==> src/rtl/spi_flash_pkg.sv <==
// spi_flash_pkg: shared constants and FSM state type for the SPI flash burst reader
package spi_flash_pkg;
  localparam logic [7:0] CMD_READ = 8'h03;
  localparam logic [7:0] CMD_FAST_READ = 8'h0B;
  localparam int ADDR_BITS = 24;
  localparam int DUMMY_BITS = 8;
  typedef enum logic [2:0] {IDLE, CMD, ADDR, DUMMY, DATA, CSHOLD} state_t;
endpackage

==> src/rtl/spi_sck_gen.sv <==
// spi_sck_gen: mode-0 SCK divider with rise/fall strobes; hold freezes the divider mid-phase
module spi_sck_gen #(
  parameter int CLK_DIV = 2
) (
  input  logic clk,
  input  logic rst,
  input  logic clr,
  input  logic hold,
  output logic spi_sck,
  output logic rise,
  output logic fall
);
  localparam int CW = CLK_DIV > 1 ? $clog2(CLK_DIV) : 1;
  logic [CW-1:0] cnt;
  logic tick;
  assign tick = !clr && !hold && cnt == CW'(CLK_DIV - 1);
  assign rise = tick && !spi_sck;
  assign fall = tick && spi_sck;
  always_ff @(posedge clk)
    if (rst || clr) begin
      cnt <= '0;
      spi_sck <= 1'b0;
    end else if (tick) begin
      cnt <= '0;
      spi_sck <= !spi_sck;
    end else if (!hold)
      cnt <= cnt + 1'b1;
endmodule

==> src/rtl/spi_flash_reader.sv <==
// spi_flash_reader: SPI flash burst reader streaming bytes over valid/ready with SCK stall on backpressure
module spi_flash_reader
  import spi_flash_pkg::*;
#(
  parameter int CLK_DIV = 2,
  parameter int LEN_W = 16,
  parameter int FAST_READ = 0,
  parameter int CS_HIGH_MIN = 4
) (
  input  logic             clk,
  input  logic             rst,
  input  logic             start,
  input  logic [23:0]      addr,
  input  logic [LEN_W-1:0] len,
  output logic             busy,
  output logic             done,
  output logic [7:0]       out_data,
  output logic             out_valid,
  input  logic             out_ready,
  output logic             spi_cs_n,
  output logic             spi_sck,
  output logic             spi_mosi,
  input  logic             spi_miso
);
  localparam logic [7:0] CMD_BYTE = FAST_READ != 0 ? CMD_FAST_READ : CMD_READ;
  state_t state, state_nx;
  logic rise, fall, stall, sck_clr, go, last_bit, byte_done;
  logic [4:0] bcnt;
  logic [LEN_W-1:0] lcnt;
  logic [31:0] tx;
  logic [6:0] rx;
  logic [15:0] hcnt;
  assign busy = state != IDLE;
  assign spi_mosi = tx[31];
  assign go = state == IDLE && start && len != '0;
  assign sck_clr = state == IDLE || state == CSHOLD;
  assign last_bit = bcnt == (state == ADDR ? 5'(ADDR_BITS - 1) : state == DUMMY ? 5'(DUMMY_BITS - 1) : 5'd7);
  assign byte_done = rise && state == DATA && last_bit;
  // Withhold only the rising edge of a byte's last bit so a pending byte is never overwritten
  assign stall = state == DATA && last_bit && !spi_sck && out_valid && !out_ready;
  spi_sck_gen #(.CLK_DIV(CLK_DIV)) u_sck (
    .clk(clk), .rst(rst), .clr(sck_clr), .hold(stall),
    .spi_sck(spi_sck), .rise(rise), .fall(fall)
  );
  always_ff @(posedge clk) state <= rst ? IDLE : state_nx;
  always_comb begin
    state_nx = state;
    case (state)
      IDLE:    state_nx = go ? CMD : IDLE;
      CMD:     state_nx = fall && last_bit ? ADDR : CMD;
      ADDR:    state_nx = fall && last_bit ? (FAST_READ != 0 ? DUMMY : DATA) : ADDR;
      DUMMY:   state_nx = fall && last_bit ? DATA : DUMMY;
      DATA:    state_nx = fall && last_bit && lcnt == LEN_W'(1) ? CSHOLD : DATA;
      CSHOLD:  state_nx = spi_cs_n && hcnt == 16'(CS_HIGH_MIN - 1) ? IDLE : CSHOLD;
      default: state_nx = IDLE;
    endcase
  end
  always_ff @(posedge clk)
    if (rst) begin
      spi_cs_n <= 1'b1;
      done <= 1'b0;
      out_valid <= 1'b0;
      out_data <= '0;
      bcnt <= '0;
      lcnt <= '0;
      tx <= '0;
      rx <= '0;
      hcnt <= '0;
    end else begin
      done <= 1'b0;
      if (go) begin
        spi_cs_n <= 1'b0;
        tx <= {CMD_BYTE, addr};
        lcnt <= len;
        bcnt <= '0;
      end
      if (state == IDLE && start && len == '0) done <= 1'b1;
      if (fall) begin
        bcnt <= last_bit ? '0 : bcnt + 1'b1;
        tx <= {tx[30:0], 1'b0};
      end
      if (fall && state == DATA && last_bit) lcnt <= lcnt - 1'b1;
      if (rise && state == DATA) rx <= {rx[5:0], spi_miso};
      if (byte_done) out_data <= {rx, spi_miso};
      out_valid <= byte_done || (out_valid && !out_ready);
      // CSHOLD first waits out the CS tail with CS low, then the minimum CS-high time
      if (state != CSHOLD) hcnt <= '0;
      else if (!spi_cs_n && hcnt == 16'(CLK_DIV - 1)) begin
        spi_cs_n <= 1'b1;
        done <= 1'b1;
        hcnt <= '0;
      end else hcnt <= hcnt + 1'b1;
    end
endmodule

==> config.mk <==
export PLATFORM = sky130hd
export DESIGN_NAME = spi_flash_reader
export DESIGN_NICKNAME = d
export VERILOG_FILES = /design/src/rtl/spi_flash_pkg.sv /design/src/rtl/spi_sck_gen.sv /design/src/rtl/spi_flash_reader.sv
export SDC_FILE = /design/constraint.sdc
export NUM_CORES = 1
export LEC_CHECK = 0
export ABC_AREA = 1
export CORE_ASPECT_RATIO = 0.9
export CORE_MARGIN = 2
export CORE_UTILIZATION = 24
export DETAILED_ROUTE_END_ITERATION = 8
export SLEW_MARGIN = 20
export SYNTH_ARGS = -nofsm -noshare
export SYNTH_HDL_FRONTEND = slang
export SYNTH_SLANG_ARGS = --single-unit
==> constraint.sdc <==
create_clock -name clk -period 2 [get_ports clk]
set_input_delay 0.4 -clock clk [delete_from_list [all_inputs] [get_ports clk]]
set_output_delay 0.4 -clock clk [all_outputs]
set_load 0.02 [all_outputs]
==> impl_metrics.csv <==
group,metric,value,unit
status,status,"finished, final reports clean",
logic_synthesis,ys_types,35,
worst_setup_path,endpoint,"spi_sck",
die,ios,59,
die,die-area,0.0210,mm²
worst_setup_path,r2r_setup_slack,0.19,ns
die,start_util,24.6,%
timing,fin_tns_setup,0,ns
timing,grt_setup_unrepaired,"no",
finish,final_layout_size_suffix_gt1_share,10.3,%
logic_synthesis,yosysWarnings,0,
place,io_buffers,58,
clocking,numCtsBuffers,9,
die,die_y,138,µm
worst_hold_path,hold_class,"register to register",
finish,syn_to_final_growth,29.3,%
grt,grt_overflow,0,
clocking,clock_path_buffers,2,
route,dr.pass1.iters,4,
clocking,htree_num_levels,3,
clocking,clk_latency,0.36,ns
logic_synthesis,postSynthAreaPerCell,6.62,µm²
power_and_ir_drop,vdd_drop_max,0.000444,V
logic_synthesis,synth_top_area_share,38.7,%
power_and_ir_drop,total_power,4.12,mW
grt,antenna_found_initial,0,
finish,fin_cells,1050,
worst_setup_path,r2r-end,"u_sck.spi_sck",
worst_setup_path,crit_arrival,1.47,ns
route,vias,4558,
clocking,cts_tree,"built",
worst_setup_path,start_kind,"register",
worst_setup_path,startpoint,"u_sck.spi_sck",
logic_synthesis,synth.area.top_cells,"dfxtp_1 (39%), nand2_1 (14%), nor2_1 (9.8%), nand3_1 (7.6%), inv_1 (5.2%)",
finish,layout.nets,845,
clocking,postCtsHoldBufs,0,
grt,grt_pass1_wl,19500,µm
die,coreArea,0.0193,mm²
place,placedCellCount,1030,
worst_setup_path,cp_cell_sequence,"clkdlybuf4s50_1",
worst_setup_path,reg2reg_depth,12,
timing,finalHoldViolations,0,
timing,layout_min_cycle_time,1.87,ns
logic_synthesis,synth_area_leader_cell,"dfxtp_1",
logic_synthesis,ys_ff_latch,92,
grt,grt_max_degree,38,
timing,whs,0.449,ns
timing,finalClockSkew,0.00797,ns
finish,diodes,0,
finish,final_cell_mix,"nand2_1 (181), nor2_1 (121), dfxtp_1 (91), nand3_1 (72), inv_1 (66)",
worst_setup_path,cp_num_buf_inv,1,
place,place_congestion,0.815,
route,drt_iter0_drc,205,
clocking,clock_sinks,92,
finish,layout_commonest_cell,"nand2_1",
worst_setup_path,critPathSlowestCell,"clkdlybuf4s50_1",
worst_setup_path,path_delay_family,"buffers and inverters",
timing,finalCritPeriodShare,93.3,%
grt,grt_pass1_vias,4178,
power_and_ir_drop,p_leak,2.71,nW
logic_synthesis,synth_nets,770,
timing,max_slew_margin,70.4,%
die,fp-row-count,48,
timing,timing.fmax,536,MHz
logic_synthesis,syn_inst,720,
logic_synthesis,synth_area,0.00476,mm²
timing,tightestPinTransition,0.443,ns
route,wl_per_cell,10.8,µm
timing,finalSetupViolations,0,
worst_setup_path,cp.depth,1,
worst_setup_path,path_class,"register to output port",
logic_synthesis,ys_seq_area_share,38.7,%
clocking,clkTransAtPathRegs,0.07,ns
finish,n_fill_cell,2139,
route,viasPerCell,4.34,
job,maxCapViolations,0,
route,ant_nets,0,
worst_setup_path,regToRegStartpoint,"bcnt[0]",
power_and_ir_drop,p_per_area,669,mW/mm²
route,wl,11300,µm
grt,grt.total_usage,11.3,%
route,drcViolationCount,0,
die,die_w,153,µm
timing,drv_slew,0,
clocking,root_buffer,"clkbuf_16",
worst_setup_path,critical_path.max_fanout,7,
place,dp_hpwl,7910,µm
worst_setup_path,slowest_delay,0.67,ns
finish,utilization,31.9,%
worst_setup_path,endpoint_kind,"output port",
worst_setup_path,cp_data_required_time,1.60,ns
[repair_timing]
| action | in CTS | in global routing |
|---|---|---|
| setup buffers | 0 | 4 |
| setup endpoints to repair | 12 | 40 |
| resized for setup | 3 | 7 |
[worst min-delay path by stage]
stage,slack (ns),endpoint,cells past startpoint,startpoint
after detailed placement,0.44,rx[6],2,rx[6]
after floorplan,0.42,rx[6],2,rx[6]
final,0.45,rx[5],2,rx[5]
after global placement,0.43,rx[6],2,rx[6]
after CTS,0.45,rx[6],2,rx[6]
after global routing,0.48,rx[6],2,rx[6]
[flip-flops by register name (all words and copies together), names as in the netlist]
signal         cells
bcnt               5
done               1
hcnt              16
lcnt              16
out_data           8
out_valid          1
rx                 7
spi_cs_n           1
state              3
tx                32
u_sck.cnt          1
u_sck.spi_sck      1
[cells by family (layout without fill, tap and decap cells)]
kind of cell	count (synthesis)	after routing	synth area share [%]
flops	92	92	38.7
simple gates	425	425	39.4
buf+inv	106	186	9.53
fa+ha+maj	5	5	1.31
xor+xnor	14	14	2.57
compound gates	77	77	8.33
mux	1	1	0.210
[Yosys cell counts]
cell type	n
xor2_1	10
nand3_1	72
nor2_1	124
nand4_4	2
dfxtp_1	92
o21ai_1	10
o21a_1	1
clkbuf_1	15
xnor2_1	4
nor3b_1	1
o211ai_1	2
o2111ai_1	1
nand3_4	2
buf_1	1
nand2_2	2
inv_2	5
a21oi_1	47
buf_4	8
nand3_2	2
buf_2	9
nor2_2	3
nor3_1	5
and3_1	1
nor3_2	2
inv_1	66
nand4_1	22
or2_1	1
nor4_1	1
nor2_4	2
o21ai_0	16
mux2i_1	1
nand2_1	182
ha_1	5
buf_6	2
and2_1	1
[layout make-up]
type	count	area (µm²)	share of cell area, %
multi-input cells	522	2480	40.2
well taps	250	313	5.08
repair buffers	99	978	15.9
clock inverters	7	57.6	0.934
clock buffers	9	225	3.66
inverters	71	267	4.33
flip-flops and latches	92	1840	29.9
[where the power goes]
| group | leakage, nW | internal (mW) | switching (mW) |
|---|---|---|---|
| clock network | 0.140 | 0.865 | 0.797 |
| logic | 1.83 | 0.253 | 0.281 |
| registers | 0.749 | 1.89 | 0.0394 |
| total | 2.71 | 3.01 | 1.12 |
[metrics by stage]
stage | setup slack [ns] | area, µm²
after floorplan | 0.384 | 4760
after global placement | -0.0313 | 5820
after detailed placement | -0.0629 | 5820
after CTS | 0.0559 | 6110
after global routing | 0.00891 | 6160
final | 0.135 | 6160
[metal layers]
metal  GRT usage (%)  vias to the layer above  wire length (µm)
met3            1.86                       19               311
li1                -                     2448                 -
met4            5.81                        0               295
met5               0                        -                 0
met1            14.8                     2023              5790
met2            18.0                       68              4920
(Power assumes the default switching activity.)
